**src/rtl/gpr_snapshot_ctrl.sv**
```systemverilog
// -----------------------------------------------------------------------------
// gpr_snapshot_ctrl
//
// Copies the whole general-purpose register file into a ring of BRAM snapshot
// frames whenever a rising edge is seen on snap_req. Each frame is 256 bytes:
// word 0 is a header {16'hC0DE, snap_cnt}, words 1..32 are GPR 0..31, and
// words 33..63 are left untouched.
//
// Handshake: snap_req is edge-triggered. One edge while idle starts a
// snapshot. One further edge while a snapshot is in flight is held as
// "pending" and runs back-to-back. Any edge beyond that is lost and sets the
// sticky drop_err, which only drop_clr clears (a same-cycle drop wins).
// snap_ack pulses for one cycle as each frame completes.
//
// Ports
//   clk, rst_n        system clock, asynchronous active-low reset
//   snap_req          snapshot request (rising edge)
//   drop_clr          synchronous clear of drop_err
//   busy              high from HDR through DONE of every frame
//   snap_ack          one-cycle pulse per completed frame
//   drop_err          sticky lost-request flag
//   frame_idx         frame the next snapshot writes
//   snap_cnt          completed snapshot count (wraps)
//   gpr_raddr         register heap debug read address
//   gpr_rdata         combinational register heap read data
//   ram_clk, ram_rst  BRAM clock / active-high reset
//   ram_en, ram_we    BRAM enable / byte write enables
//   ram_addr          BRAM byte address
//   ram_wr_data       BRAM write data
//   dbg_state         current FSM state (0 IDLE, 1 HDR, 2 DUMP, 3 DONE)
// -----------------------------------------------------------------------------
module gpr_snapshot_ctrl #(
    parameter int          GPR_BIT   = 32,
    parameter int          GPR_ADR   = 5,
    parameter int          FRAMES    = 4,
    parameter logic [31:0] BASE_ADDR = 32'h0000_0000
) (
    input  logic                       clk,
    input  logic                       rst_n,
    input  logic                       snap_req,
    input  logic                       drop_clr,
    output logic                       busy,
    output logic                       snap_ack,
    output logic                       drop_err,
    output logic [$clog2(FRAMES)-1:0]  frame_idx,
    output logic [15:0]                snap_cnt,
    output logic [GPR_ADR-1:0]         gpr_raddr,
    input  logic [GPR_BIT-1:0]         gpr_rdata,
    output logic                       ram_clk,
    output logic                       ram_rst,
    output logic                       ram_en,
    output logic [3:0]                 ram_we,
    output logic [31:0]                ram_addr,
    output logic [GPR_BIT-1:0]         ram_wr_data,
    output logic [1:0]                 dbg_state
);

    localparam int FI_W = $clog2(FRAMES);
    localparam logic [GPR_ADR-1:0] WC_LAST = {GPR_ADR{1'b1}};

    typedef enum logic [1:0] {
        S_IDLE = 2'd0,
        S_HDR  = 2'd1,
        S_DUMP = 2'd2,
        S_DONE = 2'd3
    } state_t;

    state_t             state_q, state_d;
    logic [GPR_ADR-1:0] wc_q, wc_d;
    logic               req_q;
    logic               pend_q, pend_d;
    logic               drop_q, drop_d;
    logic               drop_set;
    logic [FI_W-1:0]    fi_q, fi_d;
    logic [15:0]        cnt_q, cnt_d;

    logic               en_q, en_d;
    logic [3:0]         we_q, we_d;
    logic [31:0]        addr_q, addr_d;
    logic [GPR_ADR-1:0] raddr_q, raddr_d;
    logic               ack_q, ack_d;
    logic               busy_q, busy_d;

    logic               req_edge;
    logic [31:0]        frame_base;

    assign req_edge = snap_req & ~req_q;

    // Base of the frame the next state will write. Uses the post-increment
    // frame index so the HDR address after DONE already points at the new frame.
    assign frame_base = BASE_ADDR + (32'(fi_d) << 8);

    always_comb begin
        state_d  = state_q;
        wc_d     = wc_q;
        pend_d   = pend_q;
        drop_set = 1'b0;
        fi_d     = fi_q;
        cnt_d    = cnt_q;

        case (state_q)
            S_IDLE: begin
                if (req_edge) begin
                    state_d = S_HDR;
                end
            end
            S_HDR: begin
                state_d = S_DUMP;
                wc_d    = '0;
                if (req_edge) begin
                    if (pend_q) drop_set = 1'b1;
                    else        pend_d   = 1'b1;
                end
            end
            S_DUMP: begin
                if (wc_q == WC_LAST) begin
                    state_d = S_DONE;
                end else begin
                    wc_d = wc_q + GPR_ADR'(1);
                end
                if (req_edge) begin
                    if (pend_q) drop_set = 1'b1;
                    else        pend_d   = 1'b1;
                end
            end
            S_DONE: begin
                fi_d   = fi_q + FI_W'(1);
                cnt_d  = cnt_q + 16'd1;
                wc_d   = '0;
                pend_d = 1'b0;
                // An edge landing in DONE is a busy-time request: with nothing
                // pending it is taken directly as the next frame, otherwise it
                // is lost.
                if (req_edge && pend_q) begin
                    drop_set = 1'b1;
                end
                if (pend_q || req_edge) begin
                    state_d = S_HDR;
                end else begin
                    state_d = S_IDLE;
                end
            end
            default: begin
                state_d = S_IDLE;
            end
        endcase

        // Registered outputs are derived from the next state so they line up
        // with the state register cycle-for-cycle.
        en_d    = (state_d == S_HDR) || (state_d == S_DUMP);
        we_d    = en_d ? 4'hF : 4'h0;
        raddr_d = (state_d == S_DUMP) ? wc_d : '0;
        ack_d   = (state_d == S_DONE);
        busy_d  = (state_d != S_IDLE);
        case (state_d)
            S_HDR:   addr_d = frame_base;
            S_DUMP:  addr_d = frame_base + ((32'(wc_d) + 32'd1) << 2);
            default: addr_d = 32'h0;
        endcase

        if (drop_set)      drop_d = 1'b1;
        else if (drop_clr) drop_d = 1'b0;
        else               drop_d = drop_q;
    end

    always_ff @(posedge clk or negedge rst_n) begin
        if (!rst_n) begin
            state_q <= S_IDLE;
            wc_q    <= '0;
            req_q   <= 1'b1;   // a request held through reset is not an edge
            pend_q  <= 1'b0;
            drop_q  <= 1'b0;
            fi_q    <= '0;
            cnt_q   <= 16'd0;
            en_q    <= 1'b0;
            we_q    <= 4'h0;
            addr_q  <= 32'h0;
            raddr_q <= '0;
            ack_q   <= 1'b0;
            busy_q  <= 1'b0;
        end else begin
            state_q <= state_d;
            wc_q    <= wc_d;
            req_q   <= snap_req;
            pend_q  <= pend_d;
            drop_q  <= drop_d;
            fi_q    <= fi_d;
            cnt_q   <= cnt_d;
            en_q    <= en_d;
            we_q    <= we_d;
            addr_q  <= addr_d;
            raddr_q <= raddr_d;
            ack_q   <= ack_d;
            busy_q  <= busy_d;
        end
    end

    assign busy        = busy_q;
    assign snap_ack    = ack_q;
    assign drop_err    = drop_q;
    assign frame_idx   = fi_q;
    assign snap_cnt    = cnt_q;
    assign gpr_raddr   = raddr_q;
    assign ram_clk     = clk;
    assign ram_rst     = ~rst_n;
    assign ram_en      = en_q;
    assign ram_we      = we_q;
    assign ram_addr    = addr_q;
    // Header only during HDR; otherwise the live register value passes
    // straight through so each word reflects the register at its write cycle.
    assign ram_wr_data = (state_q == S_HDR) ? GPR_BIT'({16'hC0DE, cnt_q}) : gpr_rdata;
    assign dbg_state   = state_q;

endmodule

```
**config.mk**
```make
export PLATFORM = sky130hd
export DESIGN_NAME = gpr_snapshot_ctrl
export DESIGN_NICKNAME = d
export VERILOG_FILES = /design/src/rtl/gpr_snapshot_ctrl.sv
export SDC_FILE = /design/constraint.sdc
export NUM_CORES = 1
export LEC_CHECK = 0
export BUFFER_PORTS_ARGS = -buffer_cell sky130_fd_sc_hd__buf_4
export CAP_MARGIN = 20
export CORE_ASPECT_RATIO = 0.5
export CORE_MARGIN = 4
export CORE_UTILIZATION = 40
export CTS_CLUSTER_DIAMETER = 30
export DETAILED_ROUTE_END_ITERATION = 8
export PLACE_DENSITY_LB_ADDON = 0.05
export SKIP_LAST_GASP = 1
export SLEW_MARGIN = 0
export SYNTH_ARGS = -nofsm -noshare
export SYNTH_HDL_FRONTEND = slang
export SYNTH_SLANG_ARGS = --single-unit
```
**constraint.sdc**
```tcl
create_clock -name clk -period 1.8 [get_ports clk]
set_input_delay 0 -clock clk [delete_from_list [all_inputs] [get_ports clk]]
set_output_delay 0 -clock clk [all_outputs]
set_load 0.05 [all_outputs]
```
==> flow_metrics.py, run 1 <==
metrics = {
    "yosys": {
        "ys_warn_count": 0,
        "yosysSeqAreaShare_pct": 44.6,
        "synth.avg_cell_area_sq_um": 10.7,
        "synth_cells": 232,
        "synth-seq-cells": 44,
        "synth_cell_type_count": 42,
        "syn_area_sq_um": 2470,
    },
    "global_routing": {
        "gr-total-overflow": 0,
        "antenna_found_initial": 0,
        "grt_pass1_vias": 1985,
        "grt_pass1_wl_microns": 10100,
        "grtUsageTotal_pct": 16.8,
        "grt_max_degree": 25,
    },
    "worst_setup_path": {
        "cp-start-kind": "flop",
        "required_ns": 2.11,
        "crit_arrival_ns": 2.12,
        "cp_max_fo": 4,
        "r2r_slack_ns": -0.01,
        "critPathKind": "reg -> reg",
        "end_kind": "flop",
    },
    "floorplan": {
        "pin_count": 135,
        "start_util_pct": 43.1,
        "fp.dieW_microns": 119,
        "core_area_sq_um": 5730,
        "core.rowCount": 19,
        "die_h_microns": 63.6,
        "die-area_sq_um": 7580,
    },
    "timing": {
        "finalSetupViolCount": 1,
        "slew_violations": 0,
        "rsz0062_at_grt": "yes",
        "min_period_ns": 1.81,
        "setup_ws_ns": -0.00977,
        "max_freq_mhz": 553,
        "setup_tns_ns": -0.00977,
        "hold_violations": 0,
        "finClkSkew_ns": 0.00605,
        "fin_crit_sh_pct": 101,
    },
    "power_and_ir_drop": {
        "pwr-share-comb_pct": 17.3,
        "switching_share_pct": 28.0,
        "ir_worst_vdd_mv": 0.431,
        "power_w": 0.00297,
        "p_sw_w": 0.000832,
        "leakage_nw": 2.03,
        "clkPwrFrac_pct": 49.3,
        "power_density_nw_per_um2": 722,
        "p_int_w": 0.00214,
        "p_seq_share_pct": 33.4,
    },
    "min_path": {
        "worstHoldPathType": "in -> async",
    },
    "status": {
        "violations": "negative setup slack",
        "status": "complete, but fails checks",
    },
    "detailed_routing": {
        "drt_iter0_drc": 48,
        "postRouteWirelength_microns": 6990,
        "first_pass_iters": 4,
        "avgRoutedWirePerCell_microns": 15.6,
        "postRouteAntennaNets": 0,
        "drt-vias-per-instance": 4.64,
        "num_vias": 2079,
        "drc": 0,
    },
    "finish": {
        "diodes": 0,
        "syn_to_final_growth_pct": 66.7,
        "fin_util_pct": 71.9,
        "fin_area_sq_um": 4120,
        "fillers": 412,
        "fin_nets": 410,
        "drive_above_1_share_pct": 53.6,
    },
    "placement": {
        "detailedPlace.worstSlack_ns": -0.0567,
        "dpl_cell_area_sq_um": 3420,
        "place.gp.congestion": 0.823,
        "port_buffers": 110,
        "dp_hpwl_microns": 4740,
    },
    "cts": {
        "cts_tree": "yes",
        "clk_latency_ns": 0.40,
        "path_clk_slew_ns": 0.06,
    },
    "job": {
        "cap_violations": 0,
    },
}
-- stage by stage --
| step | hold slack, ns | cells |
|---|---|---|
| floorplan | -0.296 | 255 |
| global placement | -0.0843 | 428 |
| detailed placement | -0.0801 | 428 |
| CTS | 0.0395 | 445 |
| global route | 0.0588 | 448 |
| finish | 0.0316 | 448 |
-- sequential cells by signal, summed over array words and instances, names as in the netlist --
signal / cells
req_q: 1
wc_q: 5
snap_cnt: 16
snap_ack: 1
frame_idx: 2
ram_addr: 8
drop_err: 1
busy: 1
ram_we: 1
dbg_state: 2
pend_q: 1
gpr_raddr: 5
-- worst paths after layout --
kind | cells after the start | end | startpoint
min reg2reg | 1 | snap_cnt[15] | snap_cnt[15]
min | 2 | frame_idx[1] | rst_n
max | 8 | ram_addr[6] | wc_q[1]
max reg2reg | 8 | ram_addr[6] | wc_q[1]
min in group clk | 2 | req_q | snap_req
max in group asynchronous | 3 | req_q | rst_n
-- area by class of cell --
type	instances	area, sq um	share of cell area [%]
multi-input combinational	165	1380	33.5
inverter	11	46.3	1.12
tap	84	105	2.55
sequential	44	1110	26.9
clock inverter	2	35.0	0.851
timing repair buffer	132	1230	30.0
clock buffer	10	211	5.13
-- power groups by stage --
stage / combinational, W / clock, W / sequential (W)
floorplan: 0.000327 / 0.000120 / 0.00102
global placement: 0.000436 / 0.000120 / 0.00101
detailed placement: 0.000438 / 0.000120 / 0.00101
CTS: 0.000444 / 0.00150 / 0.000994
global route: 0.000533 / 0.00155 / 0.000994
finish: 0.000514 / 0.00146 / 0.000995
-- repair_timing --
action / 4_1_cts / 5_1_grt
setup buffers: 2 / 2
pin swaps: 1 / 5
cloned: 1 / 1
setup endpoints to repair: 22 / 32
gates resized for setup: 4 / 84
hold buffers: 3 / 0
endpoints found under the hold margin: 45 / 0
-- cells in the mapped netlist, drive strengths merged --
| master | number | area share [%] |
|---|---|---|
| a21oi | 4 | 1.3 |
| mux2i | 2 | 0.81 |
| xor2 | 8 | 2.8 |
| o22a | 1 | 0.41 |
| o211a | 1 | 0.41 |
| a22o | 2 | 0.76 |
| nand2b | 1 | 0.25 |
| nor2 | 10 | 1.5 |
| dfrtp | 43 | 44 |
| nor3 | 1 | 0.20 |
| nand2 | 11 | 1.7 |
| and3 | 2 | 0.51 |
| xnor2 | 11 | 3.9 |
| or2 | 8 | 2.0 |
| clkbuf | 2 | 0.30 |
| dfstp | 1 | 1.1 |
| o21ai | 6 | 1.4 |
| a22oi | 2 | 0.61 |
| and4 | 3 | 1.2 |
| o22ai | 1 | 0.25 |
| buf | 33 | 9.9 |
| o2111ai | 1 | 0.35 |
| nor2b | 13 | 3.4 |
| mux2 | 17 | 7.7 |
| a31oi | 1 | 0.25 |
| inv | 11 | 1.7 |
| and2 | 9 | 2.3 |
| ha | 11 | 5.6 |
| a41oi | 2 | 0.71 |
| conb | 1 | 0.15 |
| nand3 | 8 | 1.8 |
| nand4 | 5 | 1.3 |
-- cell usage in the layout (no fill, tap or decap), types with 2 or more instances in the layout --
cell type,Yosys,routed
clkbuf_16,0,9
xnor2_1,11,11
nor2_2,0,2
and3_1,2,2
and2_1,7,7
nand3_1,7,7
dfrtp_2,0,3
inv_1,11,9
xor2_1,8,8
or2_4,0,8
dlygate4sd3_1,0,3
nand4_1,5,5
nor2_1,10,8
buf_8,0,24
buf_4,29,103
nor2b_1,12,11
ha_4,0,7
a22oi_2,0,2
nand2_1,11,10
o21ai_0,5,3
mux2i_1,2,2
ha_1,11,4
and4_1,2,2
conb_1,1,24
a21oi_1,3,2
inv_4,0,2
mux2_4,0,16
dfrtp_1,43,40
o21ai_2,1,2
-- worst max-delay path, stage by stage, from the launching register on --
cell and delay, ns:
dfrtp_1 0.40, ha_4 0.15, and4_4 0.24, a22oi_2 0.05
o211a_1 0.27, ha_4 0.24, nor2b_4 0.14, o21ai_1 0.09
mux2i_1 0.13
-- layer usage --
layer	vias up	GRT usage (%)	routed length, microns
met5	-	0	0
met4	0	6.93	73
met3	9	6.17	576
met2	90	28.0	3580
met1	994	19.7	2750
li1	986	-	-
-- kinds of logic (layout without fill, tap and decap cells) --
group                      count (synthesis)  after routing  synth area share [%]
AOI/OAI and AO/OA                         21             21                  6.38
xor gates and xnor gates                  19             19                  6.73
adders and majority gates                 11             11                  5.57
buffers and inverters                     46            155                  11.8
DFF                                       44             44                  44.6
muxes                                     19             19                  8.56
other                                      1             24                 0.152
and+or+nand+nor                           71             71                  16.2
No activity file was read; power rests on OpenSTA's default activity.
==> run 2, diff against run 1 <==
--- a/config.mk
+++ b/config.mk
@@ -5,13 +5,13 @@
 export SDC_FILE = /design/constraint.sdc
 export NUM_CORES = 1
 export LEC_CHECK = 0
-export BUFFER_PORTS_ARGS = -buffer_cell sky130_fd_sc_hd__buf_4
 export CAP_MARGIN = 20
 export CORE_ASPECT_RATIO = 0.5
 export CORE_MARGIN = 4
-export CORE_UTILIZATION = 40
+export CORE_UTILIZATION = 57
 export CTS_CLUSTER_DIAMETER = 30
 export DETAILED_ROUTE_END_ITERATION = 8
+export DONT_BUFFER_PORTS = 1
 export PLACE_DENSITY_LB_ADDON = 0.05
 export SKIP_LAST_GASP = 1
 export SLEW_MARGIN = 0
==> run 2 against run 1 <==
Against the previous run: the flow now finishes without violations; clock skew down 0.00075 ns; power shrank 34%; clock-buffer cell count down 2; sequential power about the same; global-route usage rose by 3.5 points; via count down 16%; largest power group is now registers.
==> flow_metrics.py, run 2 (synthesis results as in run 1) <==
metrics = {
    "timing": {
        "finClkSkew_ns": 0.00530,
        "max_freq_mhz": 560,
        "whs_ns": 0.000689,
        "slew_violations": 0,
        "tightestPinTransition_ns": 0.532,
        "hold_violations": 0,
        "rsz0062_at_grt": "yes",
        "slew_headroom_pct": 64.5,
        "setup_ws_ns": 0.0138,
        "min_period_ns": 1.79,
        "fin_crit_sh_pct": 99.2,
        "finalSetupViolCount": 0,
    },
    "detailed_routing": {
        "num_vias": 1739,
        "first_pass_iters": 4,
        "drt_iter0_drc": 65,
        "postRouteAntennaNets": 0,
        "drt-vias-per-instance": 5.19,
        "avgRoutedWirePerCell_microns": 16.9,
        "drc": 0,
        "postRouteWirelength_microns": 5650,
    },
    "min_path": {
        "min-delay-start": "clk",
        "worstHoldPathType": "clk -> out",
        "holdPathEnd": "ram_clk",
        "min_path_cells": 0,
    },
    "power_and_ir_drop": {
        "p_seq_share_pct": 50.6,
        "pwr-share-comb_pct": 17.8,
        "power_density_nw_per_um2": 650,
        "clkPwrFrac_pct": 31.6,
        "leakage_nw": 1.46,
        "p_int_w": 0.00136,
        "ir_worst_vdd_mv": 0.424,
        "p_sw_w": 0.000612,
        "switching_share_pct": 31.0,
    },
    "floorplan": {
        "core.rowCount": 16,
        "pin_count": 135,
        "die_h_microns": 54.6,
        "start_util_pct": 61.1,
        "die-area_sq_um": 5520,
        "core_area_sq_um": 4040,
        "fp.dieW_microns": 101,
    },
    "finish": {
        "fin_area_sq_um": 3040,
        "layout_commonest_cell": "buf_4",
        "final_cell_mix": "buf_4, dfrtp_1, conb_1",
        "syn_to_final_growth_pct": 22.9,
        "stdcell_count": 335,
        "fin_nets": 327,
        "fillers": 280,
        "diodes": 0,
        "fin_util_pct": 75.1,
        "largest_reg_flops": 16,
        "drive_above_1_share_pct": 38.4,
    },
    "placement": {
        "port_buffers": 0,
        "dpl_cell_area_sq_um": 2820,
        "detailedPlace.worstSlack_ns": -0.0534,
        "dp_hpwl_microns": 4230,
        "place.gp.congestion": 0.784,
        "placedCellCount": 318,
    },
    "worst_setup_path": {
        "required_ns": 1.98,
        "r2r_slack_ns": 0.01,
        "crit_arrival_ns": 1.96,
        "end_kind": "flop",
        "r2r_start": "wc_q[1]",
        "reg2reg_to": "ram_addr[4]",
        "reg2regPathDepth": 8,
        "cp-start-kind": "flop",
        "critPathKind": "reg -> reg",
        "cp_max_fo": 4,
    },
    "status": {
        "status": "finished, final reports clean",
    },
    "cts": {
        "htree_levels": 2,
        "clk_latency_ns": 0.29,
        "clockBufferDepth": 2,
        "clock_sinks": 44,
        "numCtsBuffers": 5,
        "cts_tree": "yes",
        "path_clk_slew_ns": 0.08,
        "cts_root_buf": "clkbuf_8",
    },
    "job": {
        "cap_violations": 0,
    },
    "global_routing": {
        "gr-total-overflow": 0,
        "grtUsageTotal_pct": 20.3,
        "grt_max_degree": 45,
        "antenna_found_initial": 0,
        "grt_pass1_wl_microns": 8390,
        "grt_pass1_vias": 1706,
    },
}
run 2: metal layers:
layer  GRT usage, %  vias up  part of all wire (%)
li1               -      817                     -
met1           22.3      842                    37
met2           39.0       78                    54
met3           7.00        2                   8.2
met4           4.64        0                  0.50
met5              0        -                     0
run 2: critical path: stages, from the launching register on:
cell and delay [ns]:
dfrtp_1 0.36, ha_2 0.18, and4_4 0.26, a22oi_2 0.05, o211a_1 0.27, ha_4 0.29
inv_1 0.06, nand2_1 0.13, nor2_1 0.06
run 2: power groups by stage:
stage | clock network (W) | registers, W | logic (W)
CTS | 0.000637 | 0.00100 | 0.000352
global route | 0.000698 | 0.00100 | 0.000365
floorplan | 0.000120 | 0.00102 | 0.000327
detailed placement | 0 | 0.00102 | 0.000319
global placement | 0 | 0.00102 | 0.000319
finish | 0.000624 | 0.00100 | 0.000351
run 2: cell type report:
cell class / count / area (sq um) / share of cell area [%]
Timing Repair Buffer: 53 / 475 / 15.7
Multi-Input combinational cell: 165 / 1260 / 41.4
Inverter: 11 / 41.3 / 1.36
Clock buffer: 8 / 90.1 / 2.97
Sequential cell: 44 / 1110 / 36.4
Tap cell: 54 / 67.6 / 2.22
run 2: through the flow:
stage,total power [W],setup TNS (ns)
final,0.00198,0
after global routing,0.00206,-0.554
after CTS,0.00199,0
after detailed placement,0.00134,-0.105
after global placement,0.00134,0
after floorplan,0.00147,-0.633
run 2: worst max path at each step:
stage	slack, ns	start	depth (start not counted)	endpoint
floorplan	-0.10	dbg_state[0]	9	ram_addr[8]
global placement	0.03	wc_q[0]	8	ram_addr[6]
detailed placement	-0.05	wc_q[0]	8	ram_addr[6]
CTS	0.01	wc_q[1]	8	ram_addr[5]
global route	-0.08	wc_q[1]	8	ram_addr[6]
finish	0.01	wc_q[1]	8	ram_addr[4]
run 2: timing repair:
action                                  in CTS  in global routing
hold buffers                                 4                  0
pin swaps                                    2                  2
hold endpoints to repair                    46                  0
resized for setup                            2                  5
endpoints found under the setup margin       8                 11
setup buffers                                2                  3
